## config.mk

```make
export PLATFORM = sky130hd
export DESIGN_NAME = ldr_read_ctrl
export DESIGN_NICKNAME = d
export VERILOG_FILES = /design/src/rtl/ldr_pkg.sv /design/src/rtl/ldr_addr_gen.sv /design/src/rtl/ldr_read_ctrl.sv
export SDC_FILE = /design/constraint.sdc
export NUM_CORES = 1
export LEC_CHECK = 0
export BUFFER_PORTS_ARGS = -buffer_cell sky130_fd_sc_hd__buf_2
export CAP_MARGIN = 20
export CORE_MARGIN = 5
export CORE_UTILIZATION = 43
export DETAILED_ROUTE_END_ITERATION = 8
export PLACE_DENSITY = 0.71
export RECOVER_POWER = 25
export SYNTH_ARGS = -nofsm -noshare
export SYNTH_HDL_FRONTEND = slang
export SYNTH_HIERARCHICAL = 1
export SYNTH_SLANG_ARGS = --single-unit
export TNS_END_PERCENT = 10
```

## constraint.sdc

```tcl
create_clock -name clk -period 1.8 [get_ports clk]
set_input_delay 0.27 -clock clk [delete_from_list [all_inputs] [get_ports clk]]
set_output_delay 0.27 -clock clk [all_outputs]
set_load 0.02 [all_outputs]
```

## src/rtl/ldr_pkg.sv

```systemverilog
// Shared types and constants for the load (memory-read) controller.
package ldr_pkg;

    localparam int LDR_DATA_W = 16;
    localparam int LDR_ADDR_W = 16;

    localparam logic [15:0] LDR_POISON = 16'hDEAD;

    typedef enum logic [1:0] {
        IDLE    = 2'd0,
        ISSUE   = 2'd1,
        CAPTURE = 2'd2,
        HOLD    = 2'd3
    } state_e;

endpackage

```

## src/rtl/ldr_addr_gen.sv

```systemverilog
// Burst address/beat counter: loads on accept, steps once per non-final handshake.
module ldr_addr_gen #(
    parameter int ADDR_W = 16,
    parameter int LEN_W  = 4
) (
    input  logic              clk,
    input  logic              rst,
    input  logic              load,
    input  logic [ADDR_W-1:0] load_addr,
    input  logic [LEN_W-1:0]  load_len,
    input  logic              advance,
    output logic [ADDR_W-1:0] cur_addr,
    output logic [LEN_W-1:0]  beats_left,
    output logic              last
);

    // NOTE: clocked state uses non-blocking (<=) so every register samples pre-edge values.
    always_ff @(posedge clk) begin
        if (rst) begin
            cur_addr   <= '0;
            beats_left <= '0;
        end else if (load) begin
            cur_addr   <= load_addr;
            beats_left <= load_len;
        end else if (advance) begin
            // Address wraps modulo 2^ADDR_W without raising any fault.
            cur_addr   <= cur_addr + ADDR_W'(1);
            beats_left <= beats_left - LEN_W'(1);
        end
    end

    assign last = (beats_left == '0);

endmodule

```

## src/rtl/ldr_read_ctrl.sv

```systemverilog
// Load controller: issues single-cycle reads to a 1-cycle-latency memory and returns words on a valid/ready stream.
// Optional range check enabled by defining LDR_OOB_CHECK_EN.
module ldr_read_ctrl
    import ldr_pkg::*;
#(
    parameter int DATA_W = LDR_DATA_W,
    parameter int ADDR_W = LDR_ADDR_W,
    parameter int DEPTH  = 256,
    parameter int LEN_W  = 4
) (
    input  logic              clk,
    input  logic              rst,
    input  logic              req_valid,
    output logic              req_ready,
    input  logic [ADDR_W-1:0] req_addr,
    input  logic [LEN_W-1:0]  req_len,
    output logic              mem_rd_en,
    output logic [ADDR_W-1:0] mem_addr,
    input  logic [DATA_W-1:0] mem_rd_data,
    output logic              rd_valid,
    input  logic              rd_ready,
    output logic [DATA_W-1:0] rd_data,
    output logic              rd_last,
    output logic              busy,
    output logic              err_oob
);

    state_e            state, state_nxt;
    logic              accept, handshake, advance;
    logic [ADDR_W-1:0] cur_addr;
    logic [LEN_W-1:0]  beats_left;
    logic              last;
    logic [DATA_W-1:0] capture_data;

    assign req_ready = (state == IDLE);
    assign busy      = ~req_ready;
    assign mem_rd_en = (state == ISSUE);
    assign mem_addr  = cur_addr;
    assign rd_valid  = (state == HOLD);
    assign accept    = req_valid && req_ready;
    assign handshake = rd_valid && rd_ready;
    assign advance   = handshake && !rd_last;

    ldr_addr_gen #(
        .ADDR_W (ADDR_W),
        .LEN_W  (LEN_W)
    ) u_addr_gen (
        .clk        (clk),
        .rst        (rst),
        .load       (accept),
        .load_addr  (req_addr),
        .load_len   (req_len),
        .advance    (advance),
        .cur_addr   (cur_addr),
        .beats_left (beats_left),
        .last       (last)
    );

    // NOTE: next-state defaults to the current state first, so no path infers a latch.
    always_comb begin
        state_nxt = state;
        case (state)
            IDLE:    if (accept)    state_nxt = ISSUE;
            ISSUE:                  state_nxt = CAPTURE;
            CAPTURE:                state_nxt = HOLD;
            HOLD:    if (handshake) state_nxt = rd_last ? IDLE : ISSUE;
            default:                state_nxt = IDLE;
        endcase
    end

    always_ff @(posedge clk) begin
        if (rst) state <= IDLE;
        else     state <= state_nxt;
    end

    always_ff @(posedge clk) begin
        if (rst) begin
            rd_data <= '0;
            rd_last <= 1'b0;
        end else if (state == CAPTURE) begin
            rd_data <= capture_data;
            rd_last <= last;
        end else if (handshake) begin
            rd_last <= 1'b0;
        end
    end

`ifdef LDR_OOB_CHECK_EN
    logic oob;

    // Out-of-range beats still read memory; only the returned word is poisoned.
    assign oob          = (cur_addr >= ADDR_W'(DEPTH));
    assign capture_data = oob ? DATA_W'(LDR_POISON) : mem_rd_data;

    always_ff @(posedge clk) begin
        if (rst)                           err_oob <= 1'b0;
        else if (accept)                   err_oob <= 1'b0;
        else if (state == CAPTURE && oob)  err_oob <= 1'b1;
    end
`else
    assign capture_data = mem_rd_data;
    assign err_oob      = 1'b0;
`endif

endmodule

```

=== Word-level counts from Yosys, hierarchy flattened ===
Cells that the tools add are included.

* $add $sub $neg: 2
* Equal/unequal tests: 5
* Multiplexer cells: 10
* Bitwise logic cells: 1
* Reductions and logical operators: 9

{| class="wikitable"
|+ Operators by type and width
! kind !! count
|-
| 2-to-1 mux 16 bit || 2
|-
| adder 16 x 1 -> 16 bit, second input constant || 1
|-
| 2-to-1 mux 4 bit || 2
|-
| one-hot mux 2 bit (4 select lines) || 1
|-
| equality test 2 bit, second input constant || 2
|-
| zero test 4 bit || 1
|-
| 2-to-1 mux 2 bit || 2
|-
| != test 2 x 1 -> 1 bit, second input constant || 2
|-
| nonzero test 2 bit || 2
|-
| subtractor 4 x 1 -> 4 bit, second input constant || 1
|-
| logical AND 1 bit || 3
|-
| 2-to-1 mux 1 bit || 3
|-
| equality test 2 x 1 -> 1 bit, second input constant || 1
|-
| zero test 2 bit || 1
|-
| AND reduction 2 bit || 1
|-
| zero test 1 bit || 1
|-
| inverter 1 bit || 1
|}

* Register bits after elaboration: 39
* Input port bits: 40
* Output and inout bits: 38
* Logic and storage cells: 32

=== Longest topological paths before layout ===
* Depth after elaboration: 5
* Gate-level depth with buffers: 8
* Depth with buffers taken out: 7

=== By module ===
The synthesis kept the hierarchy.

{| class="wikitable"
|+ By module, submodules not included
! module !! times used !! cells each !! area each (µm²) !! sequential area each (µm²)
|-
| ldr_addr_gen || 1 || 129 || 1087.3 || 400.4
|-
| ldr_read_ctrl || 1 || 80 || 814.5 || 380.4
|}

=== Worst setup path after synthesis ===
Ideal clock, no wire load.

* Kind: reg-to-reg
* Start point: reg state[0]
* End point: reg u_addr_gen.cur_addr[7]
* Library setup time: 0.091 ns
* Arrival: 1.908 ns
* Required time: 1.709 ns
* Slack: -0.199 ns
* Stages on the path, launching flop included: 7
* Path buffers: 0
* Period minus slack after synthesis: 1.999 ns
* Cells stage by stage: dfxtp_1 > ha_1 > nand2_1 > nor2_1 > nand4_2 > or3_2 > a311oi_1

* Longest elaborated chain between the ends: 4
* Elaborated cells on any way between the ends: 7
* Classes of those cells: eq/ne: 1; mux: 1; reduce/logical: 5

{| class="wikitable"
|+ Ends and longest elaborated chain
! what !! line !! source
|-
| start, declared || ldr_read_ctrl.sv:28 || <nowiki>state_e state, state_nxt;</nowiki>
|-
| start signal, assigned || ldr_read_ctrl.sv:73 || <nowiki>else state <= state_nxt;</nowiki>
|-
| equality test 2 bit || ldr_read_ctrl.sv:39 || <nowiki>assign rd_valid = (state == HOLD);</nowiki>
|-
| via rd_valid || ldr_read_ctrl.sv:20 || <nowiki>output logic rd_valid,</nowiki>
|-
| logical AND 1 bit || ldr_read_ctrl.sv:41 || <nowiki>assign handshake = rd_valid && rd_ready;</nowiki>
|-
| logical AND 1 bit || ldr_read_ctrl.sv:42 || <nowiki>assign advance = handshake && !rd_last;</nowiki>
|-
| via advance || ldr_read_ctrl.sv:29 || <nowiki>logic accept, handshake, advance;</nowiki>
|-
| nonzero test 2 bit (no source line) || - ||
|-
| end signal, assigned || ldr_addr_gen.sv:23 || <nowiki>cur_addr <= load_addr;</nowiki>
|-
| end signal, assigned || ldr_addr_gen.sv:27 || <nowiki>cur_addr <= cur_addr + ADDR_W'(1);</nowiki>
|-
| end, declared || ldr_addr_gen.sv:12 || <nowiki>output logic [ADDR_W-1:0] cur_addr,</nowiki>
|}

The timed path passes the listed nets, and every way through them passes these cells.
A chain may end at the register's enable or synchronous reset.

=== Final worst setup path ===
* Start point: reg state[1]
* End point: reg u_addr_gen.cur_addr[7]

* Longest elaborated chain between the ends: 4
* Elaborated cells on any way between the ends: 7
* Classes of those cells: eq/ne: 1; mux: 1; reduce/logical: 5

{| class="wikitable"
|+ Ends and longest elaborated chain
! what !! line
|-
| equality test 2 bit || ldr_read_ctrl.sv:39
|-
| logical AND 1 bit || ldr_read_ctrl.sv:41
|-
| logical AND 1 bit || ldr_read_ctrl.sv:42
|-
| via advance || ldr_read_ctrl.sv:29
|-
| nonzero test 2 bit (no source line) || -
|}

The timed path passes the listed nets, and every way through them passes these cells.

==> impl_metrics.json <==
{
  "crit_path_top_delay_cell": "or3_2",
  "die_area_um2": 5850,
  "clkPwrFrac_pct": 16.9,
  "grt_usage_pct": 15.1,
  "power_switching_mw": 1.41,
  "rows": 24,
  "drtIter0Drc": 52,
  "ys_seq_area_share_pct": 41.1,
  "final-setup-viol-count": 0,
  "nFillCells": 420,
  "met1_usage_pct": 17.2,
  "cts_max_path_buffers": 2,
  "finalMaxSlewViolations": 0,
  "required_ps": 2010,
  "ys.warnings.count": 6,
  "gr-total-overflow": 0,
  "placed_area_um2": 2370,
  "synth_edf_count": 0,
  "dpl_worst_slack_ps": 3.41,
  "ir_drop_v": 0.000954,
  "tns_ps": 0,
  "postSynthAreaPerCell_um2": 9.10,
  "syn_nets": 255,
  "io_buffers": 76,
  "swShare_pct": 41.2,
  "gp_congestion": 0.822,
  "antenna_found_initial": 0,
  "fp.coreArea_um2": 4320,
  "ys_seq_elements": 39,
  "insertedDiodeCount": 0,
  "layout_min_cycle_time_ps": 1690,
  "startpoint_type": "register",
  "drive_gt1_share_pct": 30.1,
  "gr-usage-met2_pct": 25.2,
  "clk_latency_ps": 290,
  "wirelength_mm": 4.39,
  "cts_root_buf": "clkbuf_8",
  "cp_max_fo": 9,
  "hpwlAfterDp_mm": 3.27,
  "tritoncts": "yes",
  "final-hold-violation-count": 0,
  "drc": 0,
  "die_h_um": 76.5,
  "clock_skew_ps": 13.9,
  "antenna_left": 0,
  "grtUsageMet3_pct": 5.91,
  "fmax_ghz": 0.593,
  "synth_cells": 209,
  "critPathKind": "reg -> reg",
  "area_growth_pct": 30.7,
  "dr.pass1.iters": 4,
  "p_int_mw": 2.01,
  "io_pins": 78,
  "fin_ws_ps": 114,
  "slowest_delay_ps": 460,
  "initial_core_util_pct": 44.0,
  "clk_pin_slew_worst_paths_ps": 90,
  "rsz0062_at_grt": "false",
  "grt_max_degree": 26,
  "cp_cell_sequence": "ha_4, nand2_1, nor2_4, nand4_4, or3_2, a311oi_2",
  "finalPower_mw": 3.41,
  "worstPathArrival_ps": 1890,
  "cts_made_buffers": 5,
  "die-width_um": 76.5,
  "status": "finished, final reports clean",
  "async_flop_share_pct": 0,
  "wl_per_cell_um": 12.8,
  "vias": 1749,
  "h-tree-depth": 2,
  "p_seq_share_pct": 38.0,
  "clock_sinks": 39,
  "leakage_nw": 1.04,
  "ys_types": 40,
  "maxCapViolCount": 0,
  "p_per_area_nw_per_um2": 1370,
  "combPwrFrac_pct": 45.1,
  "grt_busiest_layer": "met2",
  "post-route-period-util_pct": 93.7,
  "synth_ff_type": "dfxtp_1",
  "reg2reg_slack_ps": 110,
  "syn_area_um2": 1900,
  "post_drt_via_cell_ratio": 5.08,
  "grt_pass1_wl_mm": 7.45,
  "hold_class": "in -> reg",
  "fin_area_um2": 2480,
  "critPathCaptureType": "register",
  "fin_nets": 337,
  "grt_pass1_vias": 1750
}
-- worst max-delay path, delay by kind of cell, from the launching register on --
kind | cells | cell delay (ps)
compound gates | 1 | 270
fa+ha+maj | 1 | 130
flops | 1 | 350
simple gates | 4 | 870
-- power groups by stage --
stage	registers, mW	clock network, mW	logic, mW
final	1.30	0.577	1.54
after global routing	1.33	0.647	1.69
after CTS	1.28	0.602	1.57
after detailed placement	1.30	0	1.56
after global placement	1.29	0	1.55
after floorplan	1.50	0	0.893
-- kinds of logic (layout without fill, tap and decap cells) --
group | count (synthesis) | count (layout) | share of synthesized area [%]
simple gates | 79 | 79 | 21.3
flops | 39 | 39 | 41.1
compound gates | 30 | 30 | 10.1
buf+inv | 21 | 104 | 7.04
mux | 18 | 18 | 9.47
xor+xnor | 15 | 15 | 6.91
fa+ha+maj | 6 | 6 | 3.95
other cells | 1 | 1 | 0.197
-- cell type report --
cell class	count	area, um^2	share of cell area, %
clock buffer	6	72.6	2.92
sequential	39	783	31.5
inverter	9	33.8	1.36
timing repair buffer	87	468	18.8
multi-input combinational	149	1050	42.2
tap	52	65.1	2.62
clock inverter	2	12.5	0.504
-- Yosys cell counts, drive strengths merged (2+ instances only) --
library cell,number,share of area [%]
nand4,5,2.8
a311oi,3,1.4
mux2i,18,9.5
nor3,3,0.79
a211oi,9,3.6
nand2,20,3.9
a21oi,12,3.2
ha,6,3.9
nand2b,2,1.1
nor2,32,6.3
or3,3,1.1
inv,9,1.8
dfxtp,39,41
nor4,5,1.6
xor2,3,1.4
o21ai,3,0.79
buf,8,3.8
xnor2,12,5.5
nand3,3,1.4
clkbuf,3,0.79
-- sequential cells by signal, summed over array words and instances (netlist names) --
register and flops:
rd_data 16, rd_last 1, u_addr_gen/cur_addr 16, u_addr_gen/beats_left 4, state 2
-- through the flow --
step / util (%) / cells / hold WS (ps)
floorplan: - / 209 / 413
global placement: 54.8 / 336 / 467
global route: 57.5 / 344 / 224
CTS: 56.8 / 344 / 205
finish: 57.5 / 344 / 211
detailed placement: 54.8 / 336 / 482
-- worst paths after layout --
| kind | start | endpoint | cells after the start |
|---|---|---|---|
| max | state[1] | u_addr_gen/cur_addr[7] | 6 |
| min | mem_rd_data[15] | rd_data[15] | 3 |
| max reg2reg | state[1] | u_addr_gen/cur_addr[7] | 6 |
| min reg2reg | rd_data[13] | rd_data[13] | 2 |
-- placed cells by master (no fill, tap or decap), types with 2 or more instances in the layout --
| cell type | n |
|---|---|
| inv_1 | 9 |
| a21oi_1 | 12 |
| nand2_1 | 20 |
| clkbuf_8 | 5 |
| or3_1 | 2 |
| buf_4 | 8 |
| xnor2_1 | 12 |
| nand4_4 | 2 |
| a311oi_1 | 2 |
| nand3_1 | 2 |
| dfxtp_2 | 2 |
| nor4_2 | 2 |
| mux2i_1 | 18 |
| buf_12 | 2 |
| o21ai_0 | 3 |
| nor4_1 | 2 |
| a211oi_1 | 9 |
| ha_1 | 5 |
| nor3_1 | 3 |
| nor2_1 | 31 |
| dfxtp_1 | 37 |
| clkbuf_1 | 20 |
| nand4_1 | 3 |
| xor2_1 | 3 |
| buf_2 | 57 |
-- metal layers --
layer	wire length, um	up-vias
li1	-	873
met3	371	7
met4	61	0
met5	0	-
met1	1820	820
met2	2140	49
-- timing repair --
action                                 in CTS  in global routing
endpoints found under the hold margin       0                  0
setup endpoints to repair                   0                  8
resized for setup                           0                 10
setup buffers                               0                  0
hold buffers                                0                  0
Power figures use the tool's default switching activity.
